## src/rtl/nn_pkg.sv

```systemverilog
// Shared neuron datapath defaults and the signed saturation helper.
// Combinational helpers only; no state, no flow control.
package nn_pkg;
  localparam int DATA_W_DEF = 8;
  localparam int ACC_W_DEF  = 20;
  localparam int BIAS_W_DEF = 16;
  localparam int SHIFT_DEF  = 6;
  localparam int OUT_W_DEF  = 8;

  // Working width for clamp arithmetic; every datapath width here is far below it.
  localparam int CLAMP_W = 64;

  function automatic logic signed [CLAMP_W-1:0] sat_signed(
    input logic signed [CLAMP_W-1:0] v,
    input int                        width
  );
    logic signed [CLAMP_W-1:0] hi;
    logic signed [CLAMP_W-1:0] lo;
    hi = (64'sd1 <<< (width - 1)) - 64'sd1;
    lo = -hi - 64'sd1;
    if (v > hi) return hi;
    if (v < lo) return lo;
    return v;
  endfunction
endpackage

```

## src/rtl/sat_add.sv

```systemverilog
// Signed W-bit add clamped to the W-bit range, with an overflow flag.
// Combinational, zero latency; no flow control.
module sat_add
  import nn_pkg::*;
#(
  parameter int W = ACC_W_DEF
) (
  input  logic signed [W-1:0] a,
  input  logic signed [W-1:0] b,
  output logic signed [W-1:0] sum,
  output logic                ovf
);
  logic signed [W:0]         raw;
  logic signed [CLAMP_W-1:0] wide;
  logic signed [CLAMP_W-1:0] clamped;

  always_comb begin
    raw     = (W+1)'(a) + (W+1)'(b);
    wide    = CLAMP_W'(raw);
    clamped = sat_signed(wide, W);
    sum     = clamped[W-1:0];
    ovf     = (clamped != wide);
  end
endmodule

```

## src/rtl/neuron_mac.sv

```systemverilog
// Two-stage neuron MAC: multiply, saturating accumulate, bias/shift/ReLU/clamp output.
// en in cycle t gives y_valid in cycle t+2; accepts one product per cycle, no backpressure.
module neuron_mac
  import nn_pkg::*;
#(
  parameter int DATA_W = DATA_W_DEF,
  parameter int ACC_W  = ACC_W_DEF,
  parameter int BIAS_W = BIAS_W_DEF,
  parameter int SHIFT  = SHIFT_DEF,
  parameter int OUT_W  = OUT_W_DEF
) (
  input  logic                     clk,
  input  logic                     reset,
  input  logic                     sel,
  input  logic                     en,
  input  logic signed [DATA_W-1:0] x,
  input  logic signed [DATA_W-1:0] w,
  input  logic signed [BIAS_W-1:0] bias,
  output logic [OUT_W-1:0]         y,
  output logic                     y_valid,
  output logic                     y_ovf
);
  localparam int PROD_W = 2 * DATA_W;
  localparam logic signed [CLAMP_W-1:0] Y_MAX = (64'sd1 <<< OUT_W) - 64'sd1;

  logic signed [PROD_W-1:0]  p;
  logic                      sel_d;
  logic                      en_d;
  logic signed [BIAS_W-1:0]  bias_d;
  logic signed [ACC_W-1:0]   acc;
  logic signed [ACC_W-1:0]   acc_base;
  logic signed [ACC_W-1:0]   p_ext;
  logic signed [ACC_W-1:0]   acc_next;
  logic                      add_ovf;
  logic                      ovf;
  logic                      ovf_next;
  logic signed [CLAMP_W-1:0] s;
  logic [OUT_W-1:0]          y_next;

  always_ff @(posedge clk) begin
    if (reset) begin
      p      <= '0;
      sel_d  <= 1'b0;
      en_d   <= 1'b0;
      bias_d <= '0;
    end else begin
      p     <= x * w;
      sel_d <= sel;
      en_d  <= en;
      if (en) bias_d <= bias;
    end
  end

  // A group start loads the product onto zero, so its overflow status replaces the sticky flag.
  assign p_ext    = ACC_W'(p);
  assign acc_base = sel_d ? '0 : acc;
  assign ovf_next = add_ovf | (ovf & ~sel_d);

  sat_add #(.W(ACC_W)) u_acc_add (
    .a   (acc_base),
    .b   (p_ext),
    .sum (acc_next),
    .ovf (add_ovf)
  );

  always_comb begin
    s = (CLAMP_W'(acc_next) + CLAMP_W'(bias_d)) >>> SHIFT;
    if (s[CLAMP_W-1])  y_next = '0;
    else if (s > Y_MAX) y_next = '1;
    else                y_next = s[OUT_W-1:0];
  end

  always_ff @(posedge clk) begin
    if (reset) begin
      acc     <= '0;
      ovf     <= 1'b0;
      y       <= '0;
      y_valid <= 1'b0;
      y_ovf   <= 1'b0;
    end else begin
      acc     <= acc_next;
      ovf     <= ovf_next;
      y_valid <= en_d;
      if (en_d) begin
        y     <= y_next;
        y_ovf <= ovf_next;
      end
    end
  end
endmodule
```

## config.mk

```make
export PLATFORM = sky130hd
export DESIGN_NAME = neuron_mac
export DESIGN_NICKNAME = d
export VERILOG_FILES = /design/src/rtl/nn_pkg.sv /design/src/rtl/sat_add.sv /design/src/rtl/neuron_mac.sv
export SDC_FILE = /design/constraint.sdc
export NUM_CORES = 1
export LEC_CHECK = 0
export ABC_AREA = 0
export BUFFER_PORTS_ARGS = -buffer_cell sky130_fd_sc_hd__buf_2
export CAP_MARGIN = 0
export CORE_ASPECT_RATIO = 1.5
export CORE_MARGIN = 2
export CORE_UTILIZATION = 55
export CTS_BUF_LIST = sky130_fd_sc_hd__clkbuf_4
export DETAILED_ROUTE_END_ITERATION = 8
export GPL_ROUTABILITY_DRIVEN = 0
export PLACE_DENSITY = 0.74
export SYNTH_ARGS = -nofsm -noshare
export SYNTH_HDL_FRONTEND = slang
export SYNTH_SLANG_ARGS = --single-unit
```

## constraint.sdc

```tcl
create_clock -name clk -period 8.8 [get_ports clk]
set_input_delay 2.2 -clock clk [delete_from_list [all_inputs] [get_ports clk]]
set_output_delay 2.2 -clock clk [all_outputs]
set_load 0.05 [all_outputs]
```

==> qor.csv <==
stage,metric,value,unit
clocking,H-tree Lvls,3,
critical_path,worst reg-to-reg path cell count,24,
critical_path,Crit-path slowest cell,dfxtp_1,
detailed_routing,drt drc,0,
synthesis,post-synth top area cell,dfxtp_1,
clocking,clk slew on worst S/H paths,0.12,ns
synthesis,number of synthesized flops with an enable pin,0,
flow_run,number of max-cap violations,0,
critical_path,largest fanout on the critical path,21,
pwr,total power,2.40,mW
clocking,clk root buf,clkbuf_4,
pwr,Pwr Density,334,nW/um^2
critical_path,Worst Path Buf+Inv,2,
grt,initial antenna violation count,1,
sta,Final Hold Vio Count,0,
synthesis,Synth top area share,0.193,
sta,Layout Skew,0.0164,ns
detailed_routing,wire per inst,16.0,um
hold_path,HP Class,flop to flop,
synthesis,top post-synthesis cells by area,"dfxtp_1 (19%), fa_1 (17%), ha_1 (13%), nor2b_1 (4.4%), inv_1 (4.2%)",
clocking,worst-skew pair later-pin latency,0.46,ns
critical_path,CP cell instances,"nand2b_1, inv_1, ha_1, a211oi_2, nor4_2, a2111oi_4, a211oi_1, a21o_1, nor2_1, nand2_1, buf_4, a21oi_1, ha_1, a21o_1, a21o_1, a21oi_1, o21bai_1, a21oi_1, o221ai_1, nand2b_1, a21oi_1, nor3_1, a2111oi_4, a32oi_1",
run_status,outcome,finished clean,
finish,NumNets Final,982,
synthesis,mean post-synth cell area,8.58,um^2
sta,Slew headroom,0.289,
clocking,hold_buf cts,0,
hold_path,hold path depth,2,
sta,setup tns final,0,ns
grt,vias in the first global route,5862,
clocking,clk buf depth,2,
placement,Detail Placement HPWL,12.8,mm
floorplanning,die height,139,um
clocking,TritonCTS Buffers,9,
critical_path,CP startpoint kind,flop,
synthesis,post-synth cell types,57,
sta,f_max,151,MHz
floorplanning,Starting Density,0.563,
synthesis,sequential-to-total area share from yosys stat,0.193,
synthesis,asr flop ratio synth,0,
critical_path,critical path required time,9.11,ns
detailed_routing,DR pass1 iterations,5,
synthesis,cells after synthesis,784,
critical_path,Crit Path Class,flop to flop,
synthesis,#FFs+latches synth,65,
synthesis,Ys Warns,0,
floorplanning,Die Wd,94.3,um
grt,total track usage,0.250,
sta,RSZ-0062 raised after global routing,false,
critical_path,Critical Path AT,6.94,ns
synthesis,syn nets,945,
floorplanning,area of the die,13200,um^2
detailed_routing,Via density,5.79,
sta,Fin Hold WS,0.474,ns
detailed_routing,via count,5675,
placement,I/O Buffers,45,
critical_path,Crit. End Element,flop,
grt,global-route wire length before repair,26.2,mm
floorplanning,Placeable Area,12000,um^2
clocking,clk sinks,65,
grt,GRT met2 Usage,0.482,
detailed_routing,DRT iter0 DRCs,312,
floorplanning,Core Rows,49,
critical_path,Worst path top cell family by delay,compound AO/OA/AOI/OAI gates,
grt,largest net degree at the start of global routing,59,
finish,Area growth syn-to-layout,6.92,%
detailed_routing,post-route antenna net violation count,0,
clocking,post-CTS sizing,0,
finish,layout cells sized above 1,0.0932,
sta,Period minus WS final,6.63,ns
clocking,CTS tree,built,
pwr,Leak,3.46,nW
critical_path,Crit path largest cell delay,0.85,ns
grt,met3 usage,0.0390,
sta,Slew @ Worst Pin,1.07,ns
clocking,number of setup buffers added after CTS,0,
sta,Final Cycle Share,0.753,
sta,Slew Limit Fails,0,
critical_path,Crit. path cell count,24,
grt,grt ovf,0,
synthesis,"top cells by count, synth","inv_1 (76), ha_1 (69), dfxtp_1 (65), nand2_1 (57)",
grt,met1 usage,0.253,
detailed_routing,"wirelength, routed",15.7,mm
critical_path,most frequent cell on the critical path,a21oi_1,
grt,layer with the highest usage,met2,
floorplanning,I/O Pins,46,
synthesis,Post-Syn Area,6730,um^2
pwr,VDD IR max,126,uV
synthesis,Synth Flop Type,dfxtp_1,
sta,final setup vio count,0,
synthesis,most common cell in the netlist,inv_1,
## cells by family (layout without fill, tap and decap cells)
| group | after synthesis | count (layout) | synth area share |
|---|---|---|---|
| other cells | 0 | 1 | 0 |
| simple gates | 258 | 258 | 0.196 |
| buf+inv | 98 | 140 | 0.0552 |
| mux | 18 | 18 | 0.0270 |
| fa+ha+maj | 128 | 128 | 0.300 |
| xor+xnor | 36 | 36 | 0.0469 |
| compound gates | 181 | 181 | 0.182 |
| flops | 65 | 65 | 0.193 |
## worst min-delay path: stages (launching register included)
cell     delay, ns
dfxtp_1       0.34
nand2_1       0.06
a32oi_1       0.04
## power breakdown
part / total [mW] / internal [mW] / switching (mW)
registers: 0.412 / 0.376 / 0.0359
clock network: 0.180 / 0.0571 / 0.123
logic: 1.81 / 0.723 / 1.08
## per-layer routing
metal / vias to the layer above / part of all wire
met2: 151 / 0.56
met1: 2714 / 0.38
li1: 2756 / -
met4: 0 / 0.039
met5: - / 0
met3: 54 / 0.028
## worst paths after layout
check	from	endpoint	slack (ns)
min	y[3]$_SDFFE_PP0P_	y[3]$_SDFFE_PP0P_	0.47
max reg2reg	sel_d$_SDFF_PP0_	y[6]$_SDFFE_PP0P_	2.17
max	sel_d$_SDFF_PP0_	y[6]$_SDFFE_PP0P_	2.17
min reg2reg	y[3]$_SDFFE_PP0P_	y[3]$_SDFFE_PP0P_	0.47
## cells in the final DEF (no fill, tap or decap), types with 9 or more instances in the layout
cell / Yosys / layout
nor2_1: 55 / 55
a21oi_1: 56 / 56
dfxtp_1: 65 / 65
nor2b_1: 47 / 47
o21ai_0: 27 / 27
a32oi_1: 10 / 10
a21o_1: 22 / 22
nand3_1: 10 / 10
buf_2: 3 / 45
nand2_1: 57 / 57
ha_1: 69 / 69
mux2i_1: 17 / 17
nor3_1: 12 / 12
inv_1: 76 / 76
xnor2_1: 28 / 28
clkbuf_4: 0 / 9
nand2b_1: 15 / 15
and2_1: 37 / 37
fa_1: 56 / 56
a211oi_1: 10 / 10
## state kept, by name (all words and copies together) (netlist names)
register,count
en_d,1
sel_d,1
y_valid,1
y_ovf,1
acc,20
bias_d,16
y,8
ovf,1
p,16
## cell type report
cell class / instances / area (um^2)
Clock inverter: 7 / 46.3
Fill cell: 1051 / 4760
Multi-Input combinational cell: 621 / 5060
Timing Repair Buffer: 47 / 240
Clock buffer: 9 / 67.6
Inverter: 77 / 289
Sequential cell: 65 / 1300
Tap cell: 153 / 191
Antenna cell: 1 / 2.50
## stage by stage
stage	instance area [um^2]	setup WS (ns)	utilization	instances
final	7190	2.17	0.602	980
after global routing	7190	1.60	0.602	980
after CTS	7190	2.23	0.602	979
after detailed placement	7080	2.02	0.592	963
after global placement	7080	2.18	0.592	963
after floorplan	6730	2.55	-	784
Power figures use the tool's default switching activity.
